**src/rtl/seven_segment_decoder.sv**
```systemverilog
// seven_segment_decoder
// Recovers hex digits from a multiplexed, active-high seven-segment drive bus
// and presents each completed scan frame as a hex word over valid/ready.
//
// Parameters:
//   DIGITS        number of multiplexed digits (1..8)
//   STABLE_CYCLES identical synchronized samples required before a capture (>=2)
// Ports:
//   clk, reset    sole clock; asynchronous active-high reset
//   seg[7:0]      {a,b,c,d,e,f,g,dp}, active-high, asynchronous to clk
//   an            digit enables, active-low, asynchronous to clk
//   out_digits    captured frame, digit k in bits [4k+3:4k]
//   out_dp        decimal point per digit (0 unless SEG_DECODE_DP_EN)
//   out_err       per digit: captured pattern was not a legal hex glyph
//   out_valid     frame held in the output register
//   out_ready     consumer accepts the frame when high with out_valid
//   overrun       sticky: a completed frame was dropped
// Build option:
//   SEG_DECODE_DP_EN  define to capture dp per slot and drive out_dp
module seven_segment_decoder #(
  parameter int unsigned DIGITS        = 4,
  parameter int unsigned STABLE_CYCLES = 16
) (
  input  logic                  clk,
  input  logic                  reset,
  input  logic [7:0]            seg,
  input  logic [DIGITS-1:0]     an,
  output logic [4*DIGITS-1:0]   out_digits,
  output logic [DIGITS-1:0]     out_dp,
  output logic [DIGITS-1:0]     out_err,
  output logic                  out_valid,
  input  logic                  out_ready,
  output logic                  overrun
);

  localparam int unsigned CW = (STABLE_CYCLES > 2) ? $clog2(STABLE_CYCLES) : 1;
  localparam int unsigned IW = (DIGITS > 1) ? $clog2(DIGITS) : 1;
  localparam logic [CW-1:0] CNT_MAX = CW'(STABLE_CYCLES - 1);

  // Synchronizers, previous-sample copy and stability tracking
  logic [7:0]              seg_m_q, seg_s_q, seg_p_q;
  logic [DIGITS-1:0]       an_m_q, an_s_q, an_p_q;
  logic [CW-1:0]           cnt_q;
  logic                    fired_q;

  // Per-digit slots and the mask of slots filled in the current frame
  logic [DIGITS-1:0][3:0]  slot_nib_q;
  logic [DIGITS-1:0]       slot_err_q;
  logic [DIGITS-1:0]       seen_q;

  logic                    changed_c, hit_c, capture_c;
  logic                    frame_done_c, load_c, drop_c;
  int unsigned             nz_c;
  logic [IW-1:0]           idx_c;
  logic [3:0]              nib_c;
  logic                    err_c;

  assign changed_c = (seg_s_q != seg_p_q) || (an_s_q != an_p_q);
  // One stability hit per stable period; fired_q blocks repeats until s changes
  assign hit_c     = !changed_c && (cnt_q == CNT_MAX) && !fired_q;
  assign capture_c = hit_c && (nz_c == 1);

  assign frame_done_c = &seen_q;
  assign load_c       = frame_done_c && (!out_valid || out_ready);
  assign drop_c       = frame_done_c && !load_c;

  // Count low enables and locate the active digit
  always_comb begin
    nz_c  = 0;
    idx_c = '0;
    for (int k = 0; k < int'(DIGITS); k++) begin
      if (!an_s_q[k]) begin
        nz_c  = nz_c + 1;
        idx_c = IW'(k);
      end
    end
  end

  // Glyph decode on {a..g}
  always_comb begin
    nib_c = 4'h0;
    err_c = 1'b0;
    case (seg_s_q[7:1])
      7'b1111110: nib_c = 4'h0;
      7'b0110000: nib_c = 4'h1;
      7'b1101101: nib_c = 4'h2;
      7'b1111001: nib_c = 4'h3;
      7'b0110011: nib_c = 4'h4;
      7'b1011011: nib_c = 4'h5;
      7'b1011111: nib_c = 4'h6;
      7'b1110000: nib_c = 4'h7;
      7'b1111111: nib_c = 4'h8;
      7'b1111011: nib_c = 4'h9;
      7'b1110111: nib_c = 4'hA;
      7'b0011111: nib_c = 4'hB;
      7'b1001110: nib_c = 4'hC;
      7'b0111101: nib_c = 4'hD;
      7'b1001111: nib_c = 4'hE;
      7'b1000111: nib_c = 4'hF;
      default: begin
        nib_c = 4'h0;
        err_c = 1'b1;
      end
    endcase
  end

  // Input synchronizers and stability counter
  always_ff @(posedge clk or posedge reset) begin
    if (reset) begin
      seg_m_q <= '0;
      seg_s_q <= '0;
      seg_p_q <= '0;
      an_m_q  <= '0;
      an_s_q  <= '0;
      an_p_q  <= '0;
      cnt_q   <= '0;
      fired_q <= 1'b0;
    end else begin
      seg_m_q <= seg;
      seg_s_q <= seg_m_q;
      seg_p_q <= seg_s_q;
      an_m_q  <= an;
      an_s_q  <= an_m_q;
      an_p_q  <= an_s_q;
      if (changed_c) begin
        cnt_q   <= '0;
        fired_q <= 1'b0;
      end else if (hit_c) begin
        fired_q <= 1'b1;
      end else if (cnt_q != CNT_MAX) begin
        cnt_q <= cnt_q + CW'(1);
      end
    end
  end

  // Slot capture and frame assembly
  always_ff @(posedge clk or posedge reset) begin
    if (reset) begin
      slot_nib_q <= '0;
      slot_err_q <= '0;
      seen_q     <= '0;
    end else begin
      if (frame_done_c) begin
        seen_q <= '0;
      end else if (capture_c) begin
        seen_q[idx_c] <= 1'b1;
      end
      if (capture_c) begin
        slot_nib_q[idx_c] <= nib_c;
        slot_err_q[idx_c] <= err_c;
      end
    end
  end

  // Output register and handshake; a load beats a simultaneous accept
  always_ff @(posedge clk or posedge reset) begin
    if (reset) begin
      out_digits <= '0;
      out_err    <= '0;
      out_valid  <= 1'b0;
      overrun    <= 1'b0;
    end else begin
      if (load_c) begin
        out_digits <= slot_nib_q;
        out_err    <= slot_err_q;
        out_valid  <= 1'b1;
      end else if (out_valid && out_ready) begin
        out_valid <= 1'b0;
      end
      if (drop_c) begin
        overrun <= 1'b1;
      end
    end
  end

`ifdef SEG_DECODE_DP_EN
  // Decimal-point slots and output
  logic [DIGITS-1:0] slot_dp_q;

  always_ff @(posedge clk or posedge reset) begin
    if (reset) begin
      slot_dp_q <= '0;
      out_dp    <= '0;
    end else begin
      if (capture_c) begin
        slot_dp_q[idx_c] <= seg_s_q[0];
      end
      if (load_c) begin
        out_dp <= slot_dp_q;
      end
    end
  end
`else
  assign out_dp = '0;
`endif

endmodule
```
**config.mk**
```make
export PLATFORM = sky130hd
export DESIGN_NAME = seven_segment_decoder
export DESIGN_NICKNAME = d
export VERILOG_FILES = /design/src/rtl/seven_segment_decoder.sv
export SDC_FILE = /design/constraint.sdc
export NUM_CORES = 1
export LEC_CHECK = 0
export ABC_AREA = 1
export ABC_CLOCK_PERIOD_IN_PS = 3300
export CELL_PAD_IN_SITES_DETAIL_PLACEMENT = 0
export CELL_PAD_IN_SITES_GLOBAL_PLACEMENT = 2
export CORE_MARGIN = 4
export CORE_UTILIZATION = 34
export DETAILED_ROUTE_END_ITERATION = 12
export PLACE_DENSITY = 0.77
export SETUP_SLACK_MARGIN = 0.5
export SYNTH_ARGS = -nofsm -noshare
export SYNTH_HDL_FRONTEND = slang
export SYNTH_SLANG_ARGS = --single-unit
```
**constraint.sdc**
```tcl
create_clock -name clk -period 3.3 [get_ports clk]
set_input_delay 0.825 -clock clk [delete_from_list [all_inputs] [get_ports clk]]
set_output_delay 0.825 -clock clk [all_outputs]
set_load 0.005 [all_outputs]
```
# [Word level (Yosys, flattened, before mapping)]
# Index checks and enable logic that the tools add are counted.
# W data, S select, Z words.
[totals] regBits=87 out_inout_bits=26 wordCells=91
[classes] addsub=4 n_lt_le_gt_ge=2 n_eq_ne=22 mux=24 bitwise_logic=1 n_reduce_logical=20
[ops] op="$add A32 B1 Y32 const B" count=3
[ops] op="$mux W32" count=3
[ops] op="$eq A7 B7 Y1 const B" count=12
[ops] op="$pmux W4 S15" count=1
[ops] op="$eq A32 B1 Y1 const B" count=1
[ops] op="$mux W4" count=6
[ops] op="$eq A7 B6 Y1 const B" count=3
[ops] op="$bwmux W16" count=1
[ops] op="$reduce_or A16 Y1" count=1
[ops] op="$demux W4 S2" count=1
[ops] op="$mux W1" count=8
[ops] op="$ne A8 B8 Y1" count=1
[ops] op="$reduce_bool A2 Y1" count=4
[ops] op="$eq A7 B5 Y1 const B" count=1
[ops] op="$logic_and A1 B1 Y1" count=7
[ops] op="$add A4 B1 Y4 const B" count=1
[ops] op="$bwmux W4" count=1
[ops] op="$eq A4 B4 Y1 const B" count=1
[ops] op="$logic_not A1 Y1" count=4
[ops] op="$mux W2" count=2
[ops] op="$ne A4 B4 Y1" count=1
[ops] op="$ne A4 B4 Y1 const B" count=1
[ops] op="$or A4 B4 Y4" count=1
[ops] op="$reduce_and A4 Y1" count=1
[ops] op="other kinds (6)" count=7

# [Longest topological paths before layout]
# Gate-level depths: netlist of run 1.
[logic_depth] ltp_word=11 depth_mapped=17 ltp_nobuf=16

# [Least setup slack after synthesis of run 1]
# Ideal clock, no wire load.
[synth_path] path_kind="flip-flop to flip-flop" from="register an_s_q[1]" to="register slot_nib_q[3] in the netlist's numbering" setup_ns=0.118 arrival_ns=1.966 required_ns=3.182 path_slack_ns=1.217 path_stages_with_launch=13 path_buffers=0 period_less_slack_ns=2.083 cell_sequence="dfrtp_1 -> inv_1 -> ha_1 -> inv_1 -> nand2_1 -> nand2_2 -> inv_2 -> ha_1 -> nand3b_1 -> a21oi_4 -> nand3_2 -> nand2_1 -> nand2_1"
[synth_between] elab_chain_len=8 word_cells_on_any_way=21 cone_classes="add/sub: 2; order compare: 2; eq/ne: 2; mux: 9; reduce/logical: 6"
[synth_rtl] item="from (decl)" line="42" text="logic [DIGITS-1:0] an_m_q, an_s_q, an_p_q;"
[synth_rtl] item="from (signal assigned)" line="123" text="an_s_q <= an_m_q;"
[synth_rtl] item="branches (longest 8 deep; another with $add A32 B1 Y32)"
[synth_rtl] item="to (signal, indexed assignment)" line="149" text="slot_nib_q[idx_c] <= nib_c;"
[synth_rtl] item="to (decl)" line="47" text="logic [DIGITS-1:0][3:0] slot_nib_q;"
# Parallel ways; which one is timed is not known.
# A chain may end at the register's enable or synchronous reset.

# [Worst setup path in the final report of run 1]
[layout_path] from="register an_s_q[1]" to="register slot_nib_q[4] in the netlist's numbering"
# The elaborated chain is that of the path after synthesis.

==> summary.md, run 1 <==
| Metric | Value |
|---|---|
| Max-Cap Viols | `0` |
| Crit. Startpoint | `an_s_q[1]$_DFF_PP0_` |
| Final Max Slew Viols | `0` |
| CP Max Fanout | `20` |
| Share of layout cells above drive strength 1 | `11.1%` |
| Setup TNS | `0 ns` |
| PortBufs | `36` |
| Worst Tran Pin Value | `0.659 ns` |
| Max Clk Rate | `0.410 GHz` |
| Clock share of power | `36.0%` |
| CTS sink cnt | `87` |
| Leakage | `0.00236 uW` |
| Switching Fraction | `25.0%` |
| # setup viols final | `0` |
| Gr ovfl total | `0` |
| Synth top area share | `57.3%` |
| CTS tree | `built` |
| Initial antenna violation count | `0` |
| Area of the multi-input gates | `0.00140 mm^2` |
| Status | `finished clean` |
| Fill cells | `1115` |
| Final Cycle Share | `74.0%` |
| Placed Cells | `600` |
| Number of I/O pins | `41` |
| Mapped Cells | `430` |
| Iteration-0 DRC Markers | `93` |
| Ys Warns | `0` |
| Worst Setup EP | `slot_nib_q[4]$_DFFE_PP0P_` |
| Post-synthesis sequential area ratio | `57.3%` |
| Via count of the first global-routing pass | `2677` |
| Critical Path AT | `2.73 ns` |
| Unique masters post-synth | `27` |
| Number of diodes | `0` |
| Worst setup path class | `reg2reg` |
| Antenna viol nets, final | `0` |
| RePlAce Congestion | `0.814` |
| R2R Setup Slk | `0.86 ns` |
| DR DRC count | `0` |
| Global-route wire length before repair | `12800 um` |
| Die area | `0.0129 mm^2` |
| Largest net degree at the start of global routing | `46` |
| Max Buffers Root-to-Sink | `2` |
| Mean Syn Cell Area | `8.83 um^2` |
| Row Count | `38` |
| # nets final | `490` |
| Post-DP HPWL | `5320 um` |
| FF/Latch Area | `0.00218 mm^2` |
| VDD IR max | `0.000214 V` |
| R2R depth | `13` |
| Worst-Skew Late Latency | `0.35 ns` |
| Reg power frac | `58.2%` |
| CTS Buf Count | `9` |
| Min-delay worst type | `reg2reg` |
| Wirelength per Cell | `11.8 um` |
| R2R Path End | `slot_nib_q[4]$_DFFE_PP0P_` |
| Post-CTS Resized | `0` |
| #FFs+latches synth | `87` |
| Unrepaired setup endpoints after global routing | `no` |
| Finished Core Util | `41.1%` |
| Slew HR | `55.9%` |
| Worst setup EP type | `flip-flop` |
| Die Ht | `114 um` |
| Synth-to-Final Area Change | `17.7%` |
| DR vias/cell | `4.39` |
| Die W | `114 um` |
| Setup Buffers After CTS | `0` |
| Core Area | `0.0109 mm^2` |
| Logic pwr share | `5.8%` |
| Fin cells | `616` |
| PwrDens | `425 mW/mm^2` |
| WP data required | `3.59 ns` |
| DRT Pass-1 Iters | `4` |
| Total number of vias | `2707` |
| Final hold violation count | `0` |
| Area leader, netlist | `dfrtp_1` |
| Crit start category | `flip-flop` |
| Sw Pwr | `475 uW` |
| H-tree depth | `3` |
| WL final | `7290 um` |
| Synth top area cells | `dfrtp_1 (57%), nand2_1 (16%), nand3_1 (6.3%), nor2_1 (3.6%), inv_1 (3.2%)` |
| Skew final | `0.00846 ns` |
| Clk root buf | `clkbuf_8` |
| Total track usage | `12.2%` |
| P_int | `1420 uW` |
| R2r startpoint | `an_s_q[1]$_DFF_PP0_` |
| Starting Density | `34.9%` |
| CTS clk-pin slew, worst paths | `0.08 ns` |
| Cell Area, Synth | `0.00380 mm^2` |
| Hold Buf Count CTS | `0` |
| Tmin final | `2.44 ns` |
[worst min path at each step]
stage,start,cells past startpoint,end
finish,an_m_q[2]$_DFF_PP0_,0,an_s_q[2]$_DFF_PP0_
floorplan,an_m_q[0]$_DFF_PP0_,0,an_s_q[0]$_DFF_PP0_
detailed placement,seg_m_q[0]$_DFF_PP0_,0,seg_s_q[0]$_DFF_PP0_
global route,seg_m_q[6]$_DFF_PP0_,0,seg_s_q[6]$_DFF_PP0_
global placement,seg_m_q[0]$_DFF_PP0_,0,seg_s_q[0]$_DFF_PP0_
CTS,seg_m_q[6]$_DFF_PP0_,0,seg_s_q[6]$_DFF_PP0_
[flip-flops by register name (all words and copies together) (netlist names)]
signal	count
out_valid	1
fired_q	1
an_m_q	4
overrun	1
seg_p_q	8
an_p_q	4
an_s_q	4
cnt_q	4
seg_s_q	8
out_digits	16
out_err	4
seen_q	4
slot_nib_q	16
slot_err_q	4
seg_m_q	8
[critical path, stage by stage (launching register included)]
cell and delay, ns:
dfrtp_1 0.43, inv_1 0.10, ha_1 0.32, inv_1 0.08, nand2_1 0.06, nand2_2 0.09
inv_2 0.04, ha_1 0.27, nand3b_1 0.24, nand2_2 0.11, nand2_2 0.06, nor2_4 0.35
nand3_1 0.15, nand2_1 0.08
[synthesized netlist by cell type]
cell type  instances
nor2_2             2
nand3b_1           3
inv_2              5
inv_4              1
nand2_2            7
nand3_1           48
nand3_2            7
ha_1               4
buf_4              4
nand3_4            1
buf_2              2
dfrtp_1           87
buf_6              3
a21oi_4            1
inv_1             32
nor2_4             3
xnor2_1            4
a21o_1             1
a21oi_1            4
nand2_1          163
clkbuf_1           4
nand4_1            1
conb_1             1
a21oi_2            4
nor4_4             1
nor2_1            36
nor3_1             1
[cell usage in the layout (no fill, tap or decap)]
cell             count
conb_1               4
nor2_1              36
nand3_1             48
nand3_4              1
nor2_4               3
a21oi_1              4
xnor2_1              4
a21o_1               1
nor3_1               1
inv_6                2
inv_1               31
nand3_2              7
nand4_1              1
nor4_4               1
inv_4                1
clkinvlp_4           3
a21oi_2              4
buf_4                4
clkbuf_8            10
nand2_2              7
ha_1                 4
dfrtp_1             87
inv_2                5
nor2_2               2
nand2_1            163
clkinv_2             2
nand3b_1             3
clkdlybuf4s50_1     36
a21oi_4              1
[through the flow]
| stage | total power (uW) | worst slack [ns] | cell area, um^2 | hold WS, ns |
|---|---|---|---|---|
| CTS | 1940 | 0.828 | 4470 | 0.355 |
| detailed placement | 1240 | 0.837 | 4290 | 0.335 |
| global route | 2010 | 0.576 | 4470 | 0.365 |
| global placement | 1240 | 0.872 | 4290 | 0.333 |
| finish | 1900 | 0.859 | 4470 | 0.352 |
| floorplan | 1200 | 1.22 | 3810 | 0.331 |
[power groups by stage]
stage               Combinational [uW]  Clock, uW  Sequential (uW)
floorplan                         82.1          0             1120
global placement                   113          0             1130
detailed placement                 114          0             1130
CTS                                115        723             1110
global route                       130        770             1110
finish                             111        684             1100
[cell type report]
class / instances / area share [%]
inverters: 38 / 3.33
clock inverters: 6 / 0.952
repair buffers: 40 / 8.73
multi-input cells: 295 / 31.3
flip-flops and latches: 87 / 48.7
clock buffers: 10 / 3.08
well taps: 140 / 3.92
[cell families (layout without fill, tap and decap cells)]
kind of cell / after synthesis / count (layout) / synth area share, %
compound gates: 10 / 10 / 2.08
xor+xnor: 4 / 4 / 0.922
fa+ha+maj: 4 / 4 / 1.32
buf+inv: 51 / 94 / 6.16
flops: 87 / 87 / 57.3
other cells: 1 / 4 / 0.0987
simple gates: 273 / 273 / 32.1
[layer usage]
metal | GRT usage, % | vias to the layer above | routed length (um)
met4 | 4.33 | 0 | 83
met5 | 0 | - | 0
met2 | 19.5 | 37 | 3420
met3 | 3.02 | 6 | 292
met1 | 16.3 | 1258 | 3490
li1 | - | 1406 | -
(Power assumes the default switching activity.)
==> inputs of run 2 (changes only) <==
Settings changed: ABC_CLOCK_PERIOD_IN_PS 3300 to 2000, CORE_UTILIZATION 34 to 31, PLACE_DENSITY 0.77 to 0.74.
Clock period 3.3 ns to 2 ns, I/O delays scaled along.
==> run 2 against run 1 <==
The flow now finishes with violations (setup timing). Utilization is 0.48 points higher. Register-to-register slack got worse by 0.91 ns. Non-clock buffer count increased by 34. Setup slack worse by 0.91 ns. Critical path type unchanged. Critical endpoint is now slot_nib_q[11]$_DFFE_PP0P_.
==> summary.md, run 2 (synthesized netlist as in run 1, its figures left out) <==
| Metric | Value |
|---|---|
| Levels on crit path | `13` |
| Row Count | `40` |
| Final Cycle Share | `103%` |
| Met1 Track Usage GR | `15.5%` |
| Commonest non-fill, non-tap cell in the layout | `nand2_1` |
| Critical path's slowest cell | `dfrtp_1` |
| RePlAce Congestion | `0.772` |
| R2r startpoint | `an_s_q[0]$_DFF_PP0_` |
| Cell area after layout | `0.00499 mm^2` |
| Max Buffers Root-to-Sink | `2` |
| CTS sink cnt | `87` |
| R2R Path End | `slot_nib_q[11]$_DFFE_PP0P_` |
| Number of I/O pins | `41` |
| Crit. Startpoint | `an_s_q[0]$_DFF_PP0_` |
| Status | `finished, violations left` |
| Finished Core Util | `41.5%` |
| Biggest regs | `out_digits: 16 flops, slot_nib_q: 16 flops` |
| Fill cells | `1232` |
| Skew final | `0.00752 ns` |
| Met2 global-route usage | `19.1%` |
| Antenna viol nets, final | `0` |
| Area of the multi-input gates | `0.00151 mm^2` |
| Final worst slack | `-0.0514 ns` |
| Core Area | `0.0120 mm^2` |
| Cell Area, Placed | `0.00444 mm^2` |
| Leakage | `0.00264 uW` |
| CTS clk-pin slew, worst paths | `0.06 ns` |
| Slew HR | `58.1%` |
| Worst Tran Pin Value | `0.626 ns` |
| Post-DP HPWL | `5500 um` |
| Total track usage | `11.9%` |
| Busiest metal layer after global routing | `met2` |
| Global-route wire length before repair | `13700 um` |
| Die Ht | `119 um` |
| CTS tree | `built` |
| H-tree depth | `3` |
| Initial antenna violation count | `0` |
| CTS Buf Count | `9` |
| Largest net degree at the start of global routing | `53` |
| # setup viols final | `22` |
| PortBufs | `36` |
| Via count of the first global-routing pass | `2861` |
| Synth-to-Final Area Change | `31.4%` |
| DR vias/cell | `4.32` |
| Max-Cap Viols | `0` |
| FF/Latch Area | `0.00218 mm^2` |
| Unrepaired setup endpoints after global routing | `yes` |
| Wirelength per Cell | `11.7 um` |
| Min-delay worst type | `reg2reg` |
| Die area | `0.0141 mm^2` |
| Number of diodes | `0` |
| Worst setup EP type | `flip-flop` |
| Worst Setup EP | `slot_nib_q[11]$_DFFE_PP0P_` |
| Worst path bufs/invs | `4` |
| R2R Setup Slk | `-0.05 ns` |
| Iteration-0 DRC Markers | `115` |
| CP Max Fanout | `6` |
| Clk root buf | `clkbuf_16` |
| DR DRC count | `0` |
| Critical Path Max Stage Delay | `0.39 ns` |
| Worst setup path class | `reg2reg` |
| Crit start category | `flip-flop` |
| Hold Buf Count CTS | `0` |
| Crit path cell chain | `inv_2 > ha_4 > inv_2 > nand2_2 > nand2_2 > inv_2 > ha_4 > nand3b_1 > a21oi_4 > buf_6 > nand3_4 > nand2_2 > nand2_1` |
| Critical Path AT | `2.28 ns` |
| Max Clk Rate | `0.487 GHz` |
| Gr ovfl total | `0` |
| PwrDens | `742 mW/mm^2` |
| R2R depth | `13` |
| VDD IR max | `0.000501 V` |
| Fin cells | `657` |
| Starting Density | `31.6%` |
| Worst-Skew Late Latency | `0.34 ns` |
| Placed Cells | `620` |
| Final hold violation count | `0` |
| Most frequent cells in the layout | `nand2_1 (149), dfrtp_1 (87), nand3_1 (46), nor2_1 (33), buf_4 (33)` |
| Total number of vias | `2840` |
| Crit-path leading delay family | `simple AND/OR/NAND/NOR gates` |
| Grt met3 use | `3.30%` |
| Final Max Slew Viols | `0` |
| # nets final | `524` |
| Violated checks | `setup timing` |
| WL final | `7700 um` |
| DRT Pass-1 Iters | `4` |
| Setup TNS | `-0.718 ns` |
| WP data required | `2.23 ns` |
| Die W | `119 um` |
| Tmin final | `2.05 ns` |
| Share of layout cells above drive strength 1 | `22.0%` |
| Total power | `3700 uW` |
[run 2: cell types whose count changed in the layout (fill, tap and decap cells not counted), moves of 14 or more]
cell,change
buf_4,+29
clkdlybuf4s50_1,-22
clkdlybuf4s15_1,+15
nand2_1,-14
nand2_2,+14
[run 2: layout make-up]
| type | count | share of cell area (%) |
|---|---|---|
| clock inverters | 3 | 0.853 |
| multi-input cells | 295 | 30.3 |
| inverters | 38 | 2.98 |
| well taps | 147 | 3.69 |
| repair buffers | 74 | 13.5 |
| clock buffers | 13 | 5.02 |
| flip-flops and latches | 87 | 43.6 |
[run 2: what timing repair did]
action,in CTS,in global routing
gates resized for setup,33,34
setup endpoints to repair,46,65
buffers inserted,5,16
pin swaps,21,12
[run 2: worst min-delay path by stage]
stage / to / cells past startpoint / from / slack [ns]
6_report: seg_s_q[7]$_DFF_PP0_ / 0 / seg_m_q[7]$_DFF_PP0_ / 0.35
3_5_place_dp: seg_s_q[7]$_DFF_PP0_ / 0 / seg_m_q[7]$_DFF_PP0_ / 0.33
4_1_cts: seg_s_q[7]$_DFF_PP0_ / 0 / seg_m_q[7]$_DFF_PP0_ / 0.35
2_1_floorplan: an_s_q[0]$_DFF_PP0_ / 0 / an_m_q[0]$_DFF_PP0_ / 0.33
5_1_grt: seg_s_q[0]$_DFF_PP0_ / 0 / seg_m_q[0]$_DFF_PP0_ / 0.36
3_3_place_gp: seg_s_q[0]$_DFF_PP0_ / 0 / seg_m_q[0]$_DFF_PP0_ / 0.33
[run 2: report_power, final]
part | total (uW) | internal, uW | switching (uW)
combinational | 231 | 97.2 | 134
clock | 1640 | 1000 | 644
sequential | 1820 | 1800 | 27.0
total | 3700 | 2900 | 805
[run 2: routing by layer]
metal	part of all wire, %	vias to the layer above
li1	-	1479
met1	47	1306
met2	47	45
met3	3.9	10
met4	1.5	0
met5	0	-
[run 2: per-stage QoR]
stage / hold WS, ns / setup WS, ns
5_1_grt: 0.359 / -0.188
6_report: 0.345 / -0.0514
2_1_floorplan: 0.331 / 0.0441
4_1_cts: 0.347 / -0.149
3_3_place_gp: 0.333 / -0.112
3_5_place_dp: 0.335 / -0.137
==> inputs of run 3 (changes only) <==
Settings changed: CAP_MARGIN from default to 20, CORE_UTILIZATION 31 to 35, DONT_BUFFER_PORTS from default to 1.
==> run 3 against run 2 <==
Global-route usage increased by 1.4 points. Clock power decreased by 23%. Non-clock buffer count decreased by 53. Via count decreased by 5.4%. Cell area decreased by 12%. Register-to-register slack got worse by 0.09 ns. Die area decreased by 11%. Combinational power decreased by 11%. Sequential cell count unchanged. The flow still finishes with violations (setup timing). Setup slack got worse by 0.088 ns. Sequential share of layout area increased by 6.3 points. Maximum frequency decreased by 4.1%.
==> summary.md, run 3 (synthesized netlist as in run 1, its figures left out) <==
| Metric | Value |
|---|---|
| Status | `finished, violations left` |
| Violated checks | `setup timing` |
| Max Buffers Root-to-Sink | `2` |
| DRT Pass-1 Iters | `4` |
| Setup WS pre-CTS | `-0.132 ns` |
| Setup TNS | `-2.57 ns` |
| Unrepaired setup endpoints after global routing | `yes` |
| # setup viols final | `24` |
| Area of the multi-input gates | `0.00148 mm^2` |
| # nets final | `471` |
| CTS tree | `built` |
| Cell area after layout | `0.00437 mm^2` |
| Max Clk Rate | `0.467 GHz` |
| Share of layout cells above drive strength 1 | `19.3%` |
| Biggest regs | `out_digits: 16 flops, slot_nib_q: 16 flops` |
| Final hold violation count | `0` |
| CP Max Fanout | `6` |
| CTS sink cnt | `87` |
| Min-delay worst type | `in2async` |
| Number of I/O pins | `41` |
| Die Ht | `112 um` |
| H-tree depth | `3` |
| Core Area | `0.0105 mm^2` |
| Final Cycle Share | `107%` |
| WL final | `7690 um` |
| Hold Buf Count CTS | `0` |
| WP data required | `2.26 ns` |
| Tmin final | `2.14 ns` |
| Worst Tran Pin Value | `0.575 ns` |
| Leakage | `0.00233 uW` |
| Largest net degree at the start of global routing | `88` |
| PwrDens | `755 mW/mm^2` |
| Critical path's slowest cell | `dfrtp_1` |
| CTS clk-pin slew, worst paths | `0.09 ns` |
| Number of diodes | `0` |
| Critical Path AT | `2.40 ns` |
| Post-DP HPWL | `5410 um` |
| Die W | `112 um` |
| FF/Latch Area | `0.00218 mm^2` |
| Critical Path Max Stage Delay | `0.41 ns` |
| Antenna viol nets, final | `0` |
| Critical Path Most Common Cell | `inv_2` |
| Crit-path leading delay family | `simple AND/OR/NAND/NOR gates` |
| RePlAce Congestion | `0.794` |
| Worst setup path class | `reg2reg` |
| Fin cells | `592` |
| Worst path bufs/invs | `4` |
| Clk root buf | `clkbuf_8` |
| DR vias/cell | `4.54` |
| Row Count | `37` |
| Wirelength per Cell | `13.0 um` |
| Die area | `0.0126 mm^2` |
| Total track usage | `13.2%` |
| Finished Core Util | `41.7%` |
| Placed Cells | `569` |
| Worst-Skew Late Latency | `0.36 ns` |
| Synth-to-Final Area Change | `15.0%` |
| Initial antenna violation count | `0` |
| Fill cells | `1074` |
| Most frequent cells in the layout | `nand2_1 (153), dfrtp_1 (86), nand3_1 (48), nor2_1 (34), inv_1 (27)` |
| Starting Density | `36.3%` |
| Skew final | `0.00905 ns` |
| Final worst slack | `-0.140 ns` |
| Final Max Slew Viols | `0` |
| Iteration-0 DRC Markers | `132` |
| Via count of the first global-routing pass | `2730` |
| CTS Buf Count | `9` |
| DR DRC count | `0` |
| Global-route wire length before repair | `13300 um` |
| Commonest non-fill, non-tap cell in the layout | `nand2_1` |
| Crit path cell chain | `inv_2 > ha_4 > inv_2 > nand2_2 > nand2_2 > inv_2 > ha_4 > nand3b_1 > a21oi_4 > buf_6 > nand3_4 > nand2_1 > nand2_1` |
| Max-Cap Viols | `0` |
| VDD IR max | `0.000420 V` |
| Worst setup EP type | `flip-flop` |
| Cell Area, Placed | `0.00403 mm^2` |
| Slew HR | `61.5%` |
| PortBufs | `0` |
| Gr ovfl total | `0` |
| Crit start category | `flip-flop` |
| Total number of vias | `2688` |
-- run 3: cell count changes in the layout (fill, tap and decap cells not counted), moves of 3 or more --
cell / delta
buf_4: -15
clkdlybuf4s15_1: -15
clkdlybuf4s50_1: -14
clkbuf_8: +10
clkbuf_16: -9
dlygate4sd2_1: -7
nand2_1: +4
nand2_2: -4
clkbuf_1: -3
-- run 3: metal layers --
layer	global-route usage [%]	share of wire (%)	up-vias	wire, um
met5	0	0	-	0
met4	5.69	1.8	0	141
met3	3.50	4.8	14	367
met2	21.1	46	50	3550
met1	17.0	47	1253	3640
li1	-	-	1371	-
-- run 3: report_power, final --
group / internal, uW / leakage (uW) / switching [uW]
Combinational: 74.4 / 0.00110 / 131
Clock: 643 / 0.000102 / 625
Sequential: 1790 / 0.00113 / 27.7
Total: 2510 / 0.00233 / 784
-- run 3: final timing paths --
check	end	start	slack, ns	depth (start not counted)
worst max register to register	slot_nib_q[9]$_DFFE_PP0P_	an_s_q[0]$_DFF_PP0_	-0.14	13
min in group clk	seg_m_q[0]$_DFF_PP0_	seg[0]	0.15	0
worst min register to register	seg_s_q[4]$_DFF_PP0_	seg_m_q[4]$_DFF_PP0_	0.35	0
worst max-delay path	slot_nib_q[9]$_DFFE_PP0P_	an_s_q[0]$_DFF_PP0_	-0.14	13
worst min-delay path	out_digits[10]$_DFFE_PP0P_	reset	0.13	2
max in group asynchronous	an_s_q[2]$_DFF_PP0_	reset	1.50	2
-- run 3: layout make-up --
cell class,instances,share of cell area [%]
Timing Repair Buffer,21,4.27
Multi-Input combinational cell,295,33.8
Clock buffer,11,3.47
Tap cell,136,3.90
Sequential cell,87,49.9
Clock inverter,4,1.26
Inverter,38,3.41
-- run 3: repair_timing --
item,CTS,global route
setup buffers,8,0
gates resized for setup,9,9
pin swaps,1,2
endpoints found under the setup margin,44,25
-- run 3: per-stage QoR --
stage / power [uW] / hold WS, ns
final: 3300 / 0.130
after detailed placement: 2040 / 0.335
after floorplan: 1990 / 0.331
after global routing: 3480 / 0.123
after global placement: 2040 / 0.332
after CTS: 3370 / 0.127
